$ cat src/rtl/msgPass_config_pkg.sv
// Shared widths, enums and constants for the message-passing buffer.
package msgPass_config_pkg;

    localparam int MSGPASS_BUFF_ADDR_WIDTH  = 7;
    localparam int MSGPASS_BUFF_RDATA_WIDTH = 10;
    localparam int INCREMENT_SRC_SEL_WIDTH  = 2;
    localparam int MSGPASS_RD_FIFO_DEPTH    = 2;

    typedef enum logic [1:0] {
        STEP_INC1   = 2'd0,
        STEP_STRIDE = 2'd1,
        STEP_HOLD   = 2'd2,
        STEP_RSVD   = 2'd3
    } step_sel_t;

    typedef enum logic [1:0] {
        RD_IDLE  = 2'd0,
        RD_RUN   = 2'd1,
        RD_DRAIN = 2'd2,
        RD_DONE  = 2'd3
    } rd_state_t;

endpackage

$ cat src/rtl/msgpass_rd_skid_fifo.sv
// Two-entry FIFO for {last,data} words; the head entry is a flop and
// drives the stream directly, so there is no combinational bypass.
module msgpass_rd_skid_fifo #(
    parameter int W = 11
) (
    input  logic         clk,
    input  logic         rst,
    input  logic         wr_en,
    input  logic [W-1:0] wr_data,
    input  logic         rd_ready,
    output logic         rd_valid,
    output logic [W-1:0] rd_data,
    output logic [1:0]   count
);

    logic [W-1:0] head_q, head_d;
    logic [W-1:0] tail_q, tail_d;
    logic [1:0]   cnt_q, cnt_d;
    logic         pop;

    assign pop = (cnt_q != 2'd0) && rd_ready;

    always_comb begin
        head_d = head_q;
        tail_d = tail_q;
        cnt_d  = cnt_q;
        unique case (cnt_q)
            2'd0: begin
                if (wr_en) begin
                    head_d = wr_data;
                    cnt_d  = 2'd1;
                end
            end
            2'd1: begin
                if (pop && wr_en) begin
                    head_d = wr_data;
                end else if (pop) begin
                    cnt_d = 2'd0;
                end else if (wr_en) begin
                    tail_d = wr_data;
                    cnt_d  = 2'd2;
                end
            end
            2'd2: begin
                if (pop) begin
                    head_d = tail_q;
                    if (wr_en) tail_d = wr_data;
                    else cnt_d = 2'd1;
                end
            end
            default: cnt_d = 2'd0;
        endcase
    end

    always_ff @(posedge clk) begin
        if (rst) begin
            head_q <= '0;
            tail_q <= '0;
            cnt_q  <= 2'd0;
        end else begin
            head_q <= head_d;
            tail_q <= tail_d;
            cnt_q  <= cnt_d;
        end
    end

    assign rd_valid = (cnt_q != 2'd0);
    assign rd_data  = head_q;
    assign count    = cnt_q;

endmodule

$ cat src/rtl/msgpass_buff_rd_ctrl.sv
// Read-side buffer controller: credit-gated address issue into a 2-entry
// output FIFO. Protocol checking is enabled by MSGPASS_RD_PROTOCOL_CHK_EN.
module msgpass_buff_rd_ctrl
    import msgPass_config_pkg::*;
#(
    parameter int ADDR_W = MSGPASS_BUFF_ADDR_WIDTH,
    parameter int DATA_W = MSGPASS_BUFF_RDATA_WIDTH,
    parameter int SEL_W  = INCREMENT_SRC_SEL_WIDTH
) (
    input  logic              sys_clk,
    input  logic              rst,
    input  logic              layer_start,
    input  logic [ADDR_W-1:0] base_addr,
    input  logic [ADDR_W:0]   layer_len,
    input  logic [SEL_W-1:0]  step_sel,
    input  logic [ADDR_W-1:0] stride,
    input  logic              wr_commit,
    output logic              rd_en,
    output logic [ADDR_W-1:0] rd_addr,
    input  logic [DATA_W-1:0] rd_data,
    output logic              out_valid,
    output logic [DATA_W-1:0] out_data,
    output logic              out_last,
    input  logic              out_ready,
    output logic              busy,
    output logic              done,
    output logic              err
);

    localparam int CNT_W = ADDR_W + 1;
    localparam int DEPTH = 2 ** ADDR_W;
    localparam logic [CNT_W-1:0] DEPTH_C = CNT_W'(DEPTH);

    rd_state_t         state_q, state_d;
    logic [ADDR_W-1:0] addr_q, addr_d;
    logic [ADDR_W-1:0] step_q, step_d;
    logic [CNT_W-1:0]  rem_q, rem_d;
    logic [CNT_W-1:0]  credit_q, credit_d;
    logic              infl_q, infl_d;
    logic              infl_last_q, infl_last_d;

    logic              start_ok;
    logic              rd_en_c;
    logic              pop;
    logic [1:0]        occ;
    logic              fifo_valid;
    logic [DATA_W:0]   fifo_word;
    logic [1:0]        fifo_count;

    function automatic logic [ADDR_W-1:0] step_amt(
        input logic [SEL_W-1:0]  sel,
        input logic [ADDR_W-1:0] strd
    );
        unique case (step_sel_t'(sel))
            STEP_STRIDE: step_amt = strd;
            STEP_HOLD:   step_amt = '0;
            default:     step_amt = ADDR_W'(1);
        endcase
    endfunction

    assign start_ok = layer_start && (state_q == RD_IDLE);
    assign pop      = fifo_valid && out_ready;

    // Occupancy after this cycle's pop lets a read issue every cycle.
    assign occ = fifo_count + 2'(infl_q) - 2'(pop);

    assign rd_en_c = (state_q == RD_RUN) && (rem_q != '0)
                  && (credit_q != '0)
                  && (occ < 2'(MSGPASS_RD_FIFO_DEPTH));

    always_ff @(posedge sys_clk) begin
        if (rst) begin
            state_q     <= RD_IDLE;
            addr_q      <= '0;
            step_q      <= '0;
            rem_q       <= '0;
            credit_q    <= '0;
            infl_q      <= 1'b0;
            infl_last_q <= 1'b0;
        end else begin
            state_q     <= state_d;
            addr_q      <= addr_d;
            step_q      <= step_d;
            rem_q       <= rem_d;
            credit_q    <= credit_d;
            infl_q      <= infl_d;
            infl_last_q <= infl_last_d;
        end
    end

    always_comb begin
        state_d = state_q;
        unique case (state_q)
            RD_IDLE: begin
                if (layer_start)
                    state_d = (layer_len == '0) ? RD_DONE : RD_RUN;
            end
            RD_RUN:   if (rem_q == '0) state_d = RD_DRAIN;
            RD_DRAIN: if (pop && fifo_word[DATA_W]) state_d = RD_DONE;
            RD_DONE:  state_d = RD_IDLE;
            default:  state_d = RD_IDLE;
        endcase
    end

    always_comb begin
        addr_d = addr_q;
        step_d = step_q;
        rem_d  = rem_q;
        if (start_ok) begin
            addr_d = base_addr;
            rem_d  = layer_len;
            step_d = step_amt(step_sel, stride);
        end else if (rd_en_c) begin
            addr_d = addr_q + step_q;
            rem_d  = rem_q - CNT_W'(1);
        end
        credit_d = credit_q;
        if (wr_commit && !rd_en_c && (credit_q != DEPTH_C))
            credit_d = credit_q + CNT_W'(1);
        else if (rd_en_c && !wr_commit)
            credit_d = credit_q - CNT_W'(1);
        infl_d      = rd_en_c;
        infl_last_d = rd_en_c && (rem_q == CNT_W'(1));
    end

    always_comb begin
        rd_en     = rd_en_c;
        rd_addr   = addr_q;
        busy      = (state_q == RD_RUN) || (state_q == RD_DRAIN);
        done      = (state_q == RD_DONE);
        out_valid = fifo_valid;
        out_last  = fifo_word[DATA_W];
        out_data  = fifo_word[DATA_W-1:0];
    end

    msgpass_rd_skid_fifo #(
        .W(DATA_W + 1)
    ) u_fifo (
        .clk      (sys_clk),
        .rst      (rst),
        .wr_en    (infl_q),
        .wr_data  ({infl_last_q, rd_data}),
        .rd_ready (out_ready),
        .rd_valid (fifo_valid),
        .rd_data  (fifo_word),
        .count    (fifo_count)
    );

`ifdef MSGPASS_RD_PROTOCOL_CHK_EN
    logic err_q, err_d;

    always_comb begin
        err_d = err_q
             || (layer_start && busy)
             || (wr_commit && (credit_q == DEPTH_C))
             || (layer_start && (layer_len > DEPTH_C));
    end

    always_ff @(posedge sys_clk) begin
        if (rst) err_q <= 1'b0;
        else     err_q <= err_d;
    end

    assign err = err_q;
`else
    assign err = 1'b0;
`endif

endmodule

$ cat config.mk
export PLATFORM = sky130hd
export DESIGN_NAME = msgpass_buff_rd_ctrl
export DESIGN_NICKNAME = d
export VERILOG_FILES = /design/src/rtl/msgPass_config_pkg.sv /design/src/rtl/msgpass_rd_skid_fifo.sv /design/src/rtl/msgpass_buff_rd_ctrl.sv
export SDC_FILE = /design/constraint.sdc
export NUM_CORES = 1
export LEC_CHECK = 0
export ABC_AREA = 1
export CELL_PAD_IN_SITES_DETAIL_PLACEMENT = 1
export CELL_PAD_IN_SITES_GLOBAL_PLACEMENT = 2
export CORE_MARGIN = 2
export CORE_UTILIZATION = 31
export DETAILED_ROUTE_END_ITERATION = 6
export DONT_BUFFER_PORTS = 1
export GPL_ROUTABILITY_DRIVEN = 1
export PLACE_DENSITY = 0.73
export SLEW_MARGIN = 20
export SYNTH_ARGS = -nofsm -noshare
export SYNTH_HDL_FRONTEND = slang
export SYNTH_SLANG_ARGS = --single-unit
$ cat constraint.sdc
create_clock -name sys_clk -period 2.18 [get_ports sys_clk]
set_input_delay 0.327 -clock sys_clk [delete_from_list [all_inputs] [get_ports sys_clk]]
set_output_delay 0.327 -clock sys_clk [all_outputs]
set_load 0.02 [all_outputs]
==> qor.yml, run 1 <==
place:
  gp_congestion: 0.7793
  place.port_buffers: 0
  placed_area_sq_um: 3821
  place_ws_ns: -0.1293
  dp_hpwl_um: 7404
synth:
  async_flop_share_pct: 0
  synth.yosys.seq_area_share_pct: 34.58
  synth_edf_count: 0
  ys_ff_latch: 58
  synth_fp_nets: 548
  synth_warnings: 0
  yosys.area.top_type: "dfxtp_1"
  ys_types: 39
  yosys.area.top_type_share_pct: 34.58
  ys.flop_type: "dfxtp_1"
  postSynthCellCount: 487
  syn_area_sq_um: 3358
  ys_top_cells_by_area: "dfxtp_1, nand2_1, nor2_1"
  syn_avg_cell_area_sq_um: 6.896
  yosysMostFrequentCell: "nand2_1"
  synth_top_cells_by_count: "nand2_1, nor2_1, dfxtp_1"
global_routing:
  grt_pass1_wl_um: 16790
  grt_antenna_before_repair: 0
  grt_overflow: 0
  grt_pass1_vias: 3382
  grt_max_degree: 24
  grt_usage_pct: 18.36
sta:
  grt_setup_unrepaired: "yes"
  skew_ns: 0.01453
  setup_viol_count_final: 0
  drv_slew: 0
  finalHoldViolCount: 0
  worst_pin_slew_ns: 0.6274
  fin_crit_ns: 2.140
  fin_crit_sh_pct: 98.15
  setup_ws_ns: 0.04023
  hold-worst-slack_ns: 0.02706
  fmax_ghz: 0.4673
  maxSlewHeadroom_pct: 58.13
clocking:
  clk_pin_slew_ns: 0.08
  ctsHoldBuffers: 0
  numClockSinks: 58
  clk_path_buf_depth: 2
  insertion_delay_ns: 0.35
  cts_tree: "done"
  numCtsBuffers: 9
  cts-root-buf: "clkbuf_8"
  cts-htree-levels: 3
drt:
  routed_wl_um: 10310
  drtIter0Drc: 84
  vias: 3316
  first_pass_iters: 4
  vias_per_cell: 4.905
  wl_per_cell_um: 15.25
  remaining_drc_errors: 0
  ant_nets: 0
critical_path:
  critPathMaxStageDelay_ns: 0.33
  worst_setup_path_end_kind: "flop"
  cp-start-kind: "flop"
  criticalPathCategory: "flop to flop"
  slowest_stage: "dfxtp_1"
  cp.arrival_ns: 2.43
  cp_max_fo: 8
  required_ns: 2.47
  crit_chain: "nor2_2 > nand2_1 > nor2_2 > nor2_4 > nand3_4 > nand2_8 > ha_4 > a21oi_1 > nand2_1 > a21oi_2 > nand4_1 > nand3_1 > nand2_1 > nor2_1"
  cpMostUsedCell: "nand2_1"
  path_delay_family: "simple AND/OR/NAND/NOR gates"
  cp.buffers_inverters: 0
floorplanning:
  ios: 62
  die_width_um: 108.1
  start_util_pct: 31.39
  die_h_um: 108.1
  die_area_sq_um: 11680
  coreArea_sq_um: 10700
  row_count: 38
layout:
  nFillCells: 1364
  syn2layout_area_growth_pct: 28.32
  final_cell_area_sq_um: 4309
  drive_gt1_share_pct: 24.25
  fin_nets: 592
  antenna_cells: 0
power:
  powerDensity_nw_per_um2: 1458
  leakage_nw: 1.889
  irDropWorstVdd_mv: 0.4102
run_status:
  status: "complete, no violations"
min_path:
  min_path_type: "input pin to flop"
run:
  drv_cap: 0
[cells by family after synthesis]
logic type,synth area share (%)
AND/OR/NAND/NOR,32.38
other,0.1117
adder cells (fa/ha/maj),8.644
multiplexers,0.2981
flip-flops,34.58
XOR/XNOR,2.347
buffers and inverters,7.526
AO/OA/AOI/OAI,14.12
[metrics by stage]
stage / utilization (%) / std cells / setup TNS (ns) / total power, mW
final: 40.28 / 676 / 0 / 6.285
after global routing: 40.28 / 676 / -0.1971 / 6.822
after CTS: 38.70 / 670 / -0.003463 / 6.031
after detailed placement: 35.72 / 649 / -0.3573 / 4.661
after global placement: 35.72 / 649 / -0.08964 / 4.581
after floorplan: - / 487 / -0.02625 / 3.707
[layout make-up]
| class | count | area [sq um] | share of cell area, % |
|---|---|---|---|
| multi-input cells | 368 | 2192 | 50.87 |
| flip-flops and latches | 58 | 1172 | 27.21 |
| repair buffers | 51 | 382.9 | 8.885 |
| well taps | 140 | 175.2 | 4.065 |
| inverters | 43 | 161.4 | 3.746 |
| clock buffers | 9 | 123.9 | 2.875 |
| clock inverters | 7 | 101.3 | 2.352 |
[worst paths after layout]
path                            cells after the start           to  slack [ns]   startpoint
worst max register to register                     14  credit_q[7]        0.04  credit_q[4]
worst min register to register                      2    step_q[4]        0.46    step_q[4]
worst max-delay path                               14  credit_q[7]        0.04  credit_q[4]
worst min-delay path                                1     rem_q[6]        0.03          rst
[flip-flops by register name, summed over array words and instances (netlist names)]
signal / cells
infl_q: 1
u_fifo.count: 2
u_fifo.tail_q: 11
infl_last_q: 1
state_q: 2
u_fifo.rd_data: 11
rem_q: 8
rd_addr: 7
credit_q: 8
step_q: 7
[report_power, final]
part / switching (mW) / total (mW) / internal (mW)
clock: 0.525 / 1.18 / 0.653
sequential: 0.366 / 1.73 / 1.36
combinational: 1.92 / 3.38 / 1.46
total: 2.82 / 6.28 / 3.47
[timing repair]
action                                  CTS  global route
buffers inserted                          4             6
pin swaps                                 6            20
resized for setup                        11            39
gates cloned                              1             0
endpoints found under the setup margin    5             6
[per-layer routing]
metal / part of all wire (%) / GRT usage, % / wire length [um] / up-vias
met4: 1.3 / 5.769 / 131 / 0
met5: 0 / 0 / 0 / -
met3: 3.9 / 4.280 / 405 / 9
li1: - / - / - / 1696
met1: 45 / 22.84 / 4687 / 1564
met2: 49 / 31.40 / 5084 / 47
[layout by cell type (no fill, tap or decap), drive strengths merged]
cell type,Yosys,final
nand2,109,110
nor2,72,72
dfxtp,58,58
buf,5,51
inv,42,44
o21ai,41,41
nand3,39,39
a21oi,30,30
ha,20,20
a31oi,13,13
nand4,9,9
clkbuf,14,9
nor3,8,8
xor2,6,6
nor4,4,4
or2,3,3
xnor2,3,3
clkinvlp,0,2
bufinv,0,2
clkinv,1,2
fa,2,2
nand3b,1,1
o211ai,1,1
a211oi,1,1
mux2i,1,1
o31ai,1,1
a21o,1,1
o21a,1,1
conb,1,1
Note: power is estimated with default switching activity, not from simulation.
==> inputs of run 2 (changes only) <==
--- a/config.mk
+++ b/config.mk
@@ -9,11 +9,12 @@
 export CELL_PAD_IN_SITES_DETAIL_PLACEMENT = 1
 export CELL_PAD_IN_SITES_GLOBAL_PLACEMENT = 2
 export CORE_MARGIN = 2
-export CORE_UTILIZATION = 31
+export CORE_UTILIZATION = 33
+export CTS_BUF_LIST = sky130_fd_sc_hd__clkbuf_4
 export DETAILED_ROUTE_END_ITERATION = 6
 export DONT_BUFFER_PORTS = 1
 export GPL_ROUTABILITY_DRIVEN = 1
-export PLACE_DENSITY = 0.73
+export PLACE_DENSITY = 0.77
 export SLEW_MARGIN = 20
 export SYNTH_ARGS = -nofsm -noshare
 export SYNTH_HDL_FRONTEND = slang
==> run 2 against run 1 <==
  * Register-to-register slack hardly changed
  * Critical path depth is 1 lower
  * Combinational power is 1% lower
  * Flip-flop and latch count stayed put
  * Clock skew is 0.0036 ns higher
  * Largest power group unchanged
  * Global-route usage is 0.42 points higher
  * Setup slack better by 0.0012 ns
  * Via count is 0.15% lower
  * Die area is 5.8% lower
  * Largest cell class unchanged
  * Cell area is 2.6% lower
  * Fmax hardly changed
==> qor.yml, run 2 (synthesis gave the netlist of run 1 again) <==
floorplanning:
  die_width_um: 104.9  # -3.0%
  start_util_pct: 34.20  # +2.8 points
  die_area_sq_um: 11000  # -5.8%
  die_h_um: 104.9  # -3.0%
  row_count: 36  # -5.3%
  coreArea_sq_um: 9819  # -8.2%
  ios: 62  # unchanged
place:
  gp_congestion: 0.8633  # +11%
  place_ws_ns: -0.1149  # +0.01437 ns
  dp_hpwl_um: 7243  # -2.2%
  place.port_buffers: 0  # unchanged
critical_path:
  cp_max_fo: 7  # -1
  reg2reg_slack_ns: 0.04  # about the same
  crit_chain: "nand2_4 > nor2_4 > nor2_4 > nor2_4 > nand3_4 > nand2_8 > ha_4 > nand2_4 > nand3_2 > a21oi_2 > nand4_1 > a21oi_2 > nor2_1"
  cp-start-kind: "flop"
  cpMostUsedCell: "nor2_4"
  critPathMaxStageDelay_ns: 0.41  # +0.08 ns
  slowest_stage: "dfxtp_4"
  required_ns: 2.47  # about the same
  criticalPathCategory: "flop to flop"
  reg2reg_to: "credit_q[7]"
  worst_setup_path_end_kind: "flop"
  regToRegStartpoint: "u_fifo.count[0]"
  cp.arrival_ns: 2.43  # about the same
  r2r_cells: 13  # -1
clocking:
  clk_path_buf_depth: 2  # unchanged
  cts-root-buf: "clkbuf_4"
  insertion_delay_ns: 0.40  # +0.05 ns
  cts_tree: "done"
  numCtsBuffers: 9  # unchanged
  cts-htree-levels: 3  # unchanged
  clk_pin_slew_ns: 0.11  # +0.03 ns
  numClockSinks: 58  # unchanged
layout:
  antenna_cells: 0  # unchanged
  nFillCells: 1280  # -6.2%
  drive_gt1_share_pct: 24.72  # +0.47 points
  layout_commonest_cell: "nand2_1"
  final_util_pct: 42.72  # +2.4 points
  syn2layout_area_growth_pct: 24.93
  final_cell_mix: "nand2_1, nor2_1, dfxtp_1"
  fin_nets: 590  # -0.34%
sta:
  fin_crit_sh_pct: 98.10  # about the same
  hold-worst-slack_ns: 0.05861  # +0.03156 ns
  setup_viol_count_final: 0  # unchanged
  drv_slew: 0  # unchanged
  worst_pin_slew_ns: 0.8550  # +0.2277 ns
  grt_setup_unrepaired: "yes"
  finalHoldViolCount: 0  # unchanged
  fmax_ghz: 0.4676  # about the same
  maxSlewHeadroom_pct: 42.81  # -15 points
  setup_ws_ns: 0.04144  # +0.001210 ns
  fin_tns_setup_ns: 0  # unchanged
  fin_crit_ns: 2.139  # -0.001210 ns
  skew_ns: 0.01811  # +0.003574 ns
global_routing:
  grt_pass1_wl_um: 16660  # -0.78%
  grt_overflow: 0  # unchanged
  grt_max_degree: 27  # +13%
  grt_pass1_vias: 3351  # -0.92%
  grt_antenna_before_repair: 0  # unchanged
  grt_usage_pct: 18.78  # +0.42 points
drt:
  routed_wl_um: 10120  # -1.9%
  first_pass_iters: 4  # unchanged
  remaining_drc_errors: 0  # unchanged
  vias: 3311  # -0.15%
  drtIter0Drc: 142  # +69%
  ant_nets: 0  # unchanged
  wl_per_cell_um: 15.17  # -0.53%
  vias_per_cell: 4.964  # +1.2%
min_path:
  min_path_type: "input pin to flop"
  whs_endpoint: "step_q[3]"
  min_from: "stride[3]"
  hold_depth: 2  # +1
power:
  powerDensity_nw_per_um2: 1358  # -6.9%
  finalPower_mw: 5.697  # -9.4%
  irDropWorstVdd_mv: 0.4215  # +2.8%
  leakage_nw: 1.833  # -3.0%
run:
  drv_cap: 0  # unchanged
run_status:
  status: "complete, no violations"
run 2: cell types whose count changed in the layout (fill, tap and decap cells not counted), moves of 3 or more:
cell	previous run	this run
buf_4	51	47
clkbuf_4	0	9
clkbuf_8	9	0
clkinv_1	1	4
inv_1	37	34
inv_2	5	8
run 2: critical path: cells and delay by family (launching register included):
family	cells	cell delay, ns
AO/OA/AOI/OAI	2	0.34
AND/OR/NAND/NOR	10	1.05
adder cells (fa/ha/maj)	1	0.24
flip-flops	1	0.41
run 2: worst max path at each step:
stage | to | depth (start not counted) | slack, ns | startpoint
finish | credit_q[7] | 13 | 0.04 | u_fifo.count[0]
global route | credit_q[7] | 15 | -0.16 | credit_q[5]
CTS | credit_q[7] | 16 | 0.003 | rem_q[1]
detailed placement | credit_q[7] | 14 | -0.11 | rem_q[0]
global placement | credit_q[7] | 16 | -0.09 | rem_q[0]
floorplan | credit_q[4] | 13 | -0.009 | rem_q[0]
run 2: report_power, final:
group | total [mW] | switching, mW | internal [mW]
Clock | 0.639 | 0.420 | 0.219
Combinational | 3.34 | 1.93 | 1.41
Sequential | 1.72 | 0.359 | 1.36
Total | 5.70 | 2.71 | 2.99
run 2: routing by layer:
layer / track usage, % / routed length, um
met2: 31.77 / 4993
met3: 5.115 / 403
met5: 0 / 0
met1: 24.24 / 4644
met4: 3.143 / 77
run 2: layout make-up:
type	count	area [sq um]	area share, %
Clock buffer	9	67.56	1.610
Clock inverter	7	36.28	0.8649
Inverter	43	161.4	3.847
Multi-Input combinational cell	368	2213	52.76
Sequential cell	58	1177	28.06
Tap cell	133	166.4	3.967
Timing Repair Buffer	49	372.9	8.888
run 2: repair_timing:
item / 4_1_cts / 5_1_grt
cloned: 1 / 0
endpoints found under the setup margin: 6 / 6
resized for setup: 14 / 47
pin swaps: 11 / 18
hold endpoints to repair: 19 / 2
buffers inserted: 2 / 7
hold buffers: 1 / 1
run 2: per-stage QoR:
step | cell area [sq um] | cells
after floorplan | 3430 | 487
after global routing | 4195 | 667
after detailed placement | 3790 | 639
final | 4195 | 667
after global placement | 3790 | 639
after CTS | 3979 | 659
